$ cat config.mk
export PLATFORM = sky130hd
export DESIGN_NAME = array_wframe_buf_flat
export DESIGN_NICKNAME = d
export VERILOG_FILES = /design/src/rtl/array_wframe_buf_if.sv /design/src/rtl/array_wframe_buf.sv /design/src/flat_wrapper.sv
export SDC_FILE = /design/constraint.sdc
export NUM_CORES = 2
export LEC_CHECK = 0
export ABC_CLOCK_PERIOD_IN_PS = 17400
export BUFFER_PORTS_ARGS = -buffer_cell sky130_fd_sc_hd__clkbuf_2
export CAP_MARGIN = 20
export CORE_MARGIN = 10
export CORE_UTILIZATION = 47
export DETAILED_ROUTE_END_ITERATION = 7
export PLACE_DENSITY = 0.75
export SKIP_CTS_REPAIR_TIMING = 1
export SYNTH_ARGS = -nofsm -noshare
export SYNTH_HDL_FRONTEND = slang
export SYNTH_SLANG_ARGS = --single-unit
$ cat constraint.sdc
create_clock -name clk -period 17.4 [get_ports clk]
set_input_delay 0.87 -clock clk [delete_from_list [all_inputs] [get_ports clk]]
set_output_delay 0.87 -clock clk [all_outputs]
set_load 0.02 [all_outputs]
$ cat src/rtl/array_wframe_buf_if.sv
// array_wframe_buf_if
// Bundles the write-frame buffer's traffic: upstream beat handshake, the
// show-ahead head toward array_write, burst start/done, and status/error.
//   slave  : the buffer side (array_wframe_buf)
//   master : the environment side (command path + array_write + status)
`timescale 1ns/1ps
interface array_wframe_buf_if #(
    parameter int unsigned FRAME_W = 89,
    parameter int unsigned FIFO_AW = 5
);
    logic               in_wframe_valid;
    logic [FRAME_W-1:0] in_wframe_data;
    logic               in_wframe_ready;
    logic               array_wframe_valid;
    logic [FRAME_W-1:0] array_wframe_data;
    logic               array_wframe_ready;
    logic               array_wr_start;
    logic               array_wr_done;
    logic [FIFO_AW:0]   fifo_level;
    logic [FIFO_AW:0]   frame_cnt;
    logic               err_proto;
    logic               err_clr;

    modport slave (
        input  in_wframe_valid, in_wframe_data, array_wframe_ready,
               array_wr_done, err_clr,
        output in_wframe_ready, array_wframe_valid, array_wframe_data,
               array_wr_start, fifo_level, frame_cnt, err_proto
    );

    modport master (
        output in_wframe_valid, in_wframe_data, array_wframe_ready,
               array_wr_done, err_clr,
        input  in_wframe_ready, array_wframe_valid, array_wframe_data,
               array_wr_start, fifo_level, frame_cnt, err_proto
    );
endinterface

$ cat src/rtl/array_wframe_buf.sv
// array_wframe_buf
// Show-ahead FIFO of write-frame beats feeding array_write. Issues one
// array_wr_start pulse per buffered burst (complete frame present, or FIFO
// full so an overlong burst drains cut-through) and waits for array_wr_done
// before the next one.
// Optional feature macro: ARRAY_WFRAME_BUF_PROTO_CHECK_EN -- drop malformed
// beats (stray sof/continuation, read-flagged beats) and flag err_proto.
// Ports:
//   clk  : clock
//   rst  : asynchronous active-high reset
//   bus  : array_wframe_buf_if.slave (in_wframe_*, array_wframe_*,
//          array_wr_start/done, fifo_level, frame_cnt, err_proto, err_clr)
// Frame layout: [eof | sof | rw_flag | data | row | col]
`timescale 1ns/1ps
module array_wframe_buf #(
    parameter int unsigned ARRAY_COL_ADDR_WIDTH   = 6,
    parameter int unsigned ARRAY_ROW_ADDR_WIDTH   = 16,
    parameter int unsigned ARRAY_DATA_WIDTH       = 64,
    parameter int unsigned ARRAY_FRAME_DATA_WIDTH = 3 + ARRAY_COL_ADDR_WIDTH
                                                  + ARRAY_ROW_ADDR_WIDTH + ARRAY_DATA_WIDTH,
    parameter int unsigned FIFO_AW                = 5
) (
    input logic              clk,
    input logic              rst,
    array_wframe_buf_if.slave bus
);
    localparam int unsigned FW      = ARRAY_FRAME_DATA_WIDTH;
    localparam int unsigned CW      = FIFO_AW + 1;
    localparam int unsigned DEPTH   = 1 << FIFO_AW;
    localparam int unsigned EOF_BIT = FW - 1;
    localparam int unsigned SOF_BIT = FW - 2;
    localparam int unsigned RW_BIT  = FW - 3;

    typedef enum logic [1:0] {S_IDLE, S_START, S_BUSY} state_t;

    logic [FW-1:0]      mem [DEPTH];
    logic [CW-1:0]      wr_ptr, rd_ptr;
    logic [CW-1:0]      level_q, frame_cnt_q;
    logic               err_q;
    logic               wr_start_q;
    state_t             state_q;

    logic               full_c, empty_c, accept_c, push_c, pop_c, drop_c;
    logic               push_eof_c, pop_eof_c;
    logic [FW-1:0]      head_c;

    // FIFO status from wrap-bit pointers
    assign full_c  = (wr_ptr[FIFO_AW] != rd_ptr[FIFO_AW]) &&
                     (wr_ptr[FIFO_AW-1:0] == rd_ptr[FIFO_AW-1:0]);
    assign empty_c = (wr_ptr == rd_ptr);
    assign head_c  = mem[rd_ptr[FIFO_AW-1:0]];

    assign accept_c   = bus.in_wframe_valid & bus.in_wframe_ready;
    assign pop_c      = bus.array_wframe_ready & ~empty_c;
    assign push_c     = accept_c & ~drop_c;
    assign push_eof_c = push_c & bus.in_wframe_data[EOF_BIT];
    assign pop_eof_c  = pop_c & head_c[EOF_BIT];

`ifdef ARRAY_WFRAME_BUF_PROTO_CHECK_EN
    logic in_frame_q;
    logic bad_c;

    // Malformed: continuation with no open frame, new sof inside a frame, or a read beat
    assign bad_c  = (~bus.in_wframe_data[SOF_BIT] & ~in_frame_q) |
                    ( bus.in_wframe_data[SOF_BIT] &  in_frame_q) |
                    ~bus.in_wframe_data[RW_BIT];
    assign drop_c = accept_c & bad_c;

    // Open-frame tracker, advanced only by beats that are actually stored
    always_ff @(posedge clk or posedge rst) begin
        if (rst) begin
            in_frame_q <= 1'b0;
        end else if (push_c) begin
            if (bus.in_wframe_data[EOF_BIT])      in_frame_q <= 1'b0;
            else if (bus.in_wframe_data[SOF_BIT]) in_frame_q <= 1'b1;
        end
    end
`else
    assign drop_c = 1'b0;
`endif

    // Storage: contents are not reset, only the pointers
    always_ff @(posedge clk) begin
        if (push_c) mem[wr_ptr[FIFO_AW-1:0]] <= bus.in_wframe_data;
    end

    // Pointers and occupancy counters
    always_ff @(posedge clk or posedge rst) begin
        if (rst) begin
            wr_ptr      <= '0;
            rd_ptr      <= '0;
            level_q     <= '0;
            frame_cnt_q <= '0;
        end else begin
            if (push_c) wr_ptr <= wr_ptr + CW'(1);
            if (pop_c)  rd_ptr <= rd_ptr + CW'(1);
            if (push_c && !pop_c)      level_q <= level_q + CW'(1);
            else if (!push_c && pop_c) level_q <= level_q - CW'(1);
            if (push_eof_c && !pop_eof_c)      frame_cnt_q <= frame_cnt_q + CW'(1);
            else if (!push_eof_c && pop_eof_c) frame_cnt_q <= frame_cnt_q - CW'(1);
        end
    end

    // Sticky error; a new error in the same cycle as err_clr wins
    always_ff @(posedge clk or posedge rst) begin
        if (rst)              err_q <= 1'b0;
        else if (drop_c)      err_q <= 1'b1;
        else if (bus.err_clr) err_q <= 1'b0;
    end

    // Burst start FSM: one burst in flight, released by array_wr_done
    always_ff @(posedge clk or posedge rst) begin
        if (rst) begin
            state_q    <= S_IDLE;
            wr_start_q <= 1'b0;
        end else begin
            wr_start_q <= 1'b0;
            case (state_q)
                S_IDLE: begin
                    if ((frame_cnt_q != '0) || full_c) begin
                        state_q    <= S_START;
                        wr_start_q <= 1'b1;
                    end
                end
                S_START: state_q <= S_BUSY;
                S_BUSY:  if (bus.array_wr_done) state_q <= S_IDLE;
                default: state_q <= S_IDLE;
            endcase
        end
    end

    assign bus.in_wframe_ready    = ~full_c & ~rst;
    assign bus.array_wframe_valid = ~empty_c;
    assign bus.array_wframe_data  = empty_c ? '0 : head_c;
    assign bus.array_wr_start     = wr_start_q;
    assign bus.fifo_level         = level_q;
    assign bus.frame_cnt          = frame_cnt_q;
    assign bus.err_proto          = err_q;
endmodule
$ cat src/flat_wrapper.sv
// flat-port wrapper written by rule: the top's interface ports become plain ports
module array_wframe_buf_flat 
#(
    parameter int unsigned ARRAY_COL_ADDR_WIDTH   = 6,
    parameter int unsigned ARRAY_ROW_ADDR_WIDTH   = 16,
    parameter int unsigned ARRAY_DATA_WIDTH       = 64,
    parameter int unsigned ARRAY_FRAME_DATA_WIDTH = 3 + ARRAY_COL_ADDR_WIDTH
                                                  + ARRAY_ROW_ADDR_WIDTH + ARRAY_DATA_WIDTH,
    parameter int unsigned FIFO_AW                = 5
)
  (clk, rst, bus_in_wframe_valid, bus_in_wframe_data, bus_array_wframe_ready, bus_array_wr_done, bus_err_clr, bus_in_wframe_ready, bus_array_wframe_valid, bus_array_wframe_data, bus_array_wr_start, bus_fifo_level, bus_frame_cnt, bus_err_proto);
  array_wframe_buf_if #(.FIFO_AW(FIFO_AW)) bus_i ();
  input logic clk;
  input logic rst;
  input wire logic [$bits(bus_i.in_wframe_valid)-1:0] bus_in_wframe_valid;
  input wire logic [$bits(bus_i.in_wframe_data)-1:0] bus_in_wframe_data;
  input wire logic [$bits(bus_i.array_wframe_ready)-1:0] bus_array_wframe_ready;
  input wire logic [$bits(bus_i.array_wr_done)-1:0] bus_array_wr_done;
  input wire logic [$bits(bus_i.err_clr)-1:0] bus_err_clr;
  output wire logic [$bits(bus_i.in_wframe_ready)-1:0] bus_in_wframe_ready;
  output wire logic [$bits(bus_i.array_wframe_valid)-1:0] bus_array_wframe_valid;
  output wire logic [$bits(bus_i.array_wframe_data)-1:0] bus_array_wframe_data;
  output wire logic [$bits(bus_i.array_wr_start)-1:0] bus_array_wr_start;
  output wire logic [$bits(bus_i.fifo_level)-1:0] bus_fifo_level;
  output wire logic [$bits(bus_i.frame_cnt)-1:0] bus_frame_cnt;
  output wire logic [$bits(bus_i.err_proto)-1:0] bus_err_proto;
  assign bus_i.in_wframe_valid = bus_in_wframe_valid;
  assign bus_i.in_wframe_data = bus_in_wframe_data;
  assign bus_i.array_wframe_ready = bus_array_wframe_ready;
  assign bus_i.array_wr_done = bus_array_wr_done;
  assign bus_i.err_clr = bus_err_clr;
  assign bus_in_wframe_ready = bus_i.in_wframe_ready;
  assign bus_array_wframe_valid = bus_i.array_wframe_valid;
  assign bus_array_wframe_data = bus_i.array_wframe_data;
  assign bus_array_wr_start = bus_i.array_wr_start;
  assign bus_fifo_level = bus_i.fifo_level;
  assign bus_frame_cnt = bus_i.frame_cnt;
  assign bus_err_proto = bus_i.err_proto;
  array_wframe_buf #(.ARRAY_COL_ADDR_WIDTH(ARRAY_COL_ADDR_WIDTH), .ARRAY_ROW_ADDR_WIDTH(ARRAY_ROW_ADDR_WIDTH), .ARRAY_DATA_WIDTH(ARRAY_DATA_WIDTH), .ARRAY_FRAME_DATA_WIDTH(ARRAY_FRAME_DATA_WIDTH), .FIFO_AW(FIFO_AW)) u_core (.clk(clk), .rst(rst), .bus(bus_i));
endmodule
Yosys cells after proc, flatten, opt, wreduce, memory -nomap -nowiden
Memories as Yosys holds them, arrays and structs flattened.
Cells that the tools add are included.
{ "totals": {"regBits": 27, "ramBits": 2848, "output_inout_bits": 105, "memories": 1} }
{ "classes": {"add_sub_neg": 6, "eq_ne": 7, "muxes": 12, "n_bitwise": 8, "reduce_logical": 15} }
{ "memory_table": {"columns": ["memory", "depth", "width", "read_ports", "rd_ports_with_merged_regs", "write_ports", "line", "text"], "rows": [
  ["u_core.mem", 32, 89, 1, 0, 1, "array_wframe_buf.sv:36", "logic [FW-1:0] mem [DEPTH];"]
]} }
{ "ops": {"columns": ["cell", "count"], "rows": [
  ["$mux W89", 1],
  ["$add A6 B1 Y6 const B", 4],
  ["$mux W6", 4],
  ["$sub A6 B1 Y6 const B", 2],
  ["$eq A6 B6 Y1", 1],
  ["$pmux W2 S3", 1],
  ["$reduce_bool A6 Y1", 1],
  ["$and A1 B1 Y1", 5],
  ["$eq A5 B5 Y1", 1],
  ["$logic_and A1 B1 Y1", 5],
  ["$logic_not A1 Y1", 4],
  ["$mux W1", 4],
  ["$mux W2", 2],
  ["$reduce_bool A2 Y1", 2],
  ["$not A1 Y1", 3],
  ["$eq A2 B1 Y1 const B", 1],
  ["$eq A2 B2 Y1 const B", 1],
  ["$logic_not A2 Y1", 1],
  ["$ne A2 B1 Y1 const B", 1],
  ["$ne A2 B2 Y1 const B", 1],
  ["$reduce_and A2 Y1", 1],
  ["$logic_or A1 B1 Y1", 1],
  ["$ne A1 B1 Y1", 1]
]} }

Longest topological paths before layout
{ "logic_depth": {"word_depth": 10, "ltp_mapped": 17, "mapped_depth_nobuf": 13} }

Least setup slack after synthesis
Ideal clock, no wire load.
{ "synth_timing": {"path_type": "in2reg", "from": "in bus_in_wframe_valid", "to": "mem u_core.mem[26][0] (netlist bit), enable pin", "t_arrival_ps": 5376, "required_ps": 16862, "path_slack_ps": 11486, "stages": 5, "path_buffers": 1, "path_cell_list": "inv_1 -> a311oi_1 -> buf_2 -> nand2_1 -> nor2_1"} }
{ "synth_via": {"elab_chain_len": 3} }
{ "synth_lines": {"columns": ["item", "line", "text"], "rows": [
  ["start: declaration", "flat_wrapper.sv:15", "input wire logic [$bits(bus_i.in_wframe_valid)-1:0] bus_in_wframe_valid;"],
  ["$and A1 B1 Y1", "array_wframe_buf.sv:53", "assign accept_c = bus.in_wframe_valid & bus.in_wframe_ready;"],
  ["named net u_core.accept_c", "array_wframe_buf.sv:43", "logic full_c, empty_c, accept_c, push_c, pop_c, drop_c;"],
  ["$mux W1", "array_wframe_buf.sv:84", "if (push_c) mem[wr_ptr[FIFO_AW-1:0]] <= bus.in_wframe_data;"],
  ["$mux W1 (implied by the code)", "array_wframe_buf.sv:84", null],
  ["end: declaration", "array_wframe_buf.sv:36", null]
]} }
The timed path passes the listed nets, and every way through them passes these cells.

Worst setup path after layout
{ "layout_timing": {"from": "reg u_core.rd_ptr[0]", "to": "out bus_array_wframe_data[43]"} }
{ "layout_via": {"elab_chain_len": 2, "word_cells_on_any_way": 3, "cone_classes": "eq/ne: 1; mux: 1; memory: 1"} }
{ "layout_lines": {"columns": ["item", "line", "text"], "rows": [
  ["start: declaration", "array_wframe_buf.sv:37", "logic [CW-1:0] wr_ptr, rd_ptr;"],
  ["start signal: assignment", "array_wframe_buf.sv:96", "if (pop_c) rd_ptr <= rd_ptr + CW'(1);"],
  ["$mem_v2 Z32 W89 / $eq A6 B6 Y1 (equally long branches)", null, null],
  ["$mux W89 *", "array_wframe_buf.sv:134", "assign bus.array_wframe_data = empty_c ? '0 : head_c;"],
  ["end: declaration", "flat_wrapper.sv:22", "output wire logic [$bits(bus_i.array_wframe_data)-1:0] bus_array_wframe_data;"]
]} }
Every way passes the cells marked *; elsewhere a longest branch is shown, timed or not.

==> metrics.yaml <==
status: "finished, final reports clean"
final_hold_viol_count: 0
power_density_nw_per_um2: 160
final.setup.tns_ns: 0
clockBufferDepth: 4
routed_via_density: 6.38
grt_pass1_wl_mm: 394
final_area_um2: 124000
synth_top_family_by_area: "multiplexers"
stdcell_count: 8492
mostFrequentLayoutCells: "2848 x edfxtp_1, 568 x mux4_2, 346 x mux2i_1"
crit_type: "reg2out"
cp-start-kind: "flip-flop"
drt_iter0_markers: 7222
syn_inst: 4885
synthSimpleGateAreaFrac: 0.0107
route.detailed.drc: 0
grt_pass1_vias: 55100
synth_compound_area_frac: 0.0327
skew_ns: 0.0779
antenna_found_initial: 31
dp_slack_ns: 10.98
crit_required_ns: 16.53
n_fill_cell: 16800
yosys_warnings: 0
first_pass_iters: 6
ir_drop_uv: 121
dieHeight_um: 503
nets: 5344
areaGrowthSynthToFinish_pct: 12.7
setup.worst_path.start: "u_core.rd_ptr[0]"
fmax_mhz: 140
finalSetupViolCount: 0
drive_gt1_frac: 0.254
setup_ws_ns: 10.26
relSlewSlack: 0.199
place_congestion: 0.749
clock_latency_ns: 0.97
syn_area_per_cell_um2: 22.5
worstPathArrival_ns: 6.27
worst_pin_slew_ns: 1.17
rr_startpoint: "u_core.rd_ptr[3]"
synthDistinctLibCells: 51
synth_top_flop_cell: "edfxtp_1"
worstHoldPathCells: 3
dp_hpwl_mm: 141
post-route-min-period_ns: 7.14
routedWlPerCell_um: 32.5
syn-cell-area_um2: 110000
final_common_cell: "edfxtp_1"
max_cap_viol_count: 0
ff_latch_area_um2: 86200
p_leak_nw: 39.2
placed_area_um2: 114000
htree_levels: 5
cts_tree: "built"
seq_area_frac_synth: 0.786
cts.sink_count: 2875
synth-async-reset-ratio: 0.00939
ys_seq_elements: 2875
core_um2: 232000
holdWs_ns: 0.217
grt_overflow: 0
synth-xor-area-share: 0.00192
endpoint_kind: "output pin"
min_from: "bus_array_wr_done"
rr_worst_depth: 15
io_buffers: 197
crit_path_max_fanout: 113
synth.net_count: 4997
synth_edf_count: 2848
rsz0062_at_grt: "false"
cts_buffers: 304
start_util: 0.472
drv_slew: 0
fin_crit_sh: 0.410
wl_mm: 276
dieArea_um2: 253000
multi_input_area_um2: 22200
clkTransAtPathRegs_ns: 0.06
synth_fa_ha_area_frac: 0.00208
dp.cells: 7966
synthMuxAreaShare: 0.152
drt.antenna.violating_nets: 0
grt_use_total: 0.214
fp.dieW_um: 503
ioPinCount: 200
min-delay-path-class: "in2reg"
vias: 54200
core.rowCount: 177
cts_root_buffer: "clkbuf_16"
grt_max_degree: 134
## final cells by class
cell class / instances / share of cell area
Sequential cell: 2875 / 0.697
Multi-Input combinational cell: 1708 / 0.179
Clock buffer: 372 / 0.0651
Tap cell: 3043 / 0.0308
Timing Repair Buffer: 329 / 0.0170
Clock inverter: 141 / 0.00975
Inverter: 14 / 0.000435
Antenna cell: 10 / 0.000202
## logic make-up after synthesis
family                     count (synthesis)
muxes                                    950
other                                      1
DFF                                     2875
AOI/OAI and AO/OA                        473
adders and majority gates                 17
and+or+nand+nor                          243
buffers and inverters                    302
xor gates and xnor gates                  24
## registers in the layout, indices dropped and copies added, names as in the netlist
| name | cells |
|---|---|
| u_core.mem | 2848 |
| u_core.wr_ptr | 6 |
| u_core.bus.frame_cnt | 6 |
| u_core.rd_ptr | 6 |
| u_core.bus.fifo_level | 6 |
| u_core.bus.array_wr_start | 1 |
| u_core.state_q | 2 |
## critical path, stage by stage, from the launching register on
cell       delay [ns]
dfrtp_4          0.93
buf_4            0.84
buf_12           0.64
buf_4            0.85
mux4_2           0.61
a22o_1           0.26
a2111oi_1        0.41
nor3_1           0.24
clkbuf_2         0.25
## final timing paths
check | to | slack [ns]
max in group asynchronous | u_core.rd_ptr[2] | 16.09
setup / recovery | bus_array_wframe_data[43] | 10.26
hold reg to reg | u_core.bus.fifo_level[5] | 0.47
hold / removal | u_core.state_q[1] | 0.22
setup reg to reg | u_core.bus.frame_cnt[5] | 11.67
min in group asynchronous | u_core.wr_ptr[4] | 0.59
## per-stage QoR
stage	utilization	power, mW
global route	0.532	20.5
global placement	0.492	13.7
finish	0.532	19.8
detailed placement	0.492	13.8
CTS	0.532	19.9
floorplan	-	12.0
## metal layers
layer / GRT usage / routed length, um
met4: 0.0843 / 11000
met1: 0.284 / 103000
met3: 0.0488 / 27400
met2: 0.347 / 135000
met5: 0 / 76
## power by group
group / internal, mW / switching, mW
Combinational: 2.24 / 3.40
Sequential: 7.85 / 0.167
Clock: 3.56 / 2.54
Total: 13.6 / 6.10
## cells in the mapped netlist (22+ instances only)
| cell | number | area share |
|---|---|---|
| edfxtp_1 | 2848 | 0.78 |
| buf_2 | 74 | 0.0034 |
| nor3_1 | 55 | 0.0025 |
| a211oi_1 | 38 | 0.0026 |
| dfrtp_1 | 27 | 0.0062 |
| nand2_1 | 25 | 0.00086 |
| a22oi_1 | 22 | 0.0015 |
| nor2_1 | 93 | 0.0032 |
| o22ai_1 | 157 | 0.0090 |
| a2111oi_0 | 84 | 0.0067 |
| buf_6 | 35 | 0.0036 |
| clkbuf_1 | 125 | 0.0043 |
| mux2_2 | 36 | 0.0037 |
| mux4_2 | 568 | 0.12 |
| mux2i_1 | 346 | 0.032 |
| a21oi_1 | 25 | 0.0011 |
| buf_4 | 37 | 0.0025 |
| a22o_1 | 67 | 0.0053 |
| a2111oi_1 | 38 | 0.0035 |
Note: power is estimated with default switching activity, not from simulation.
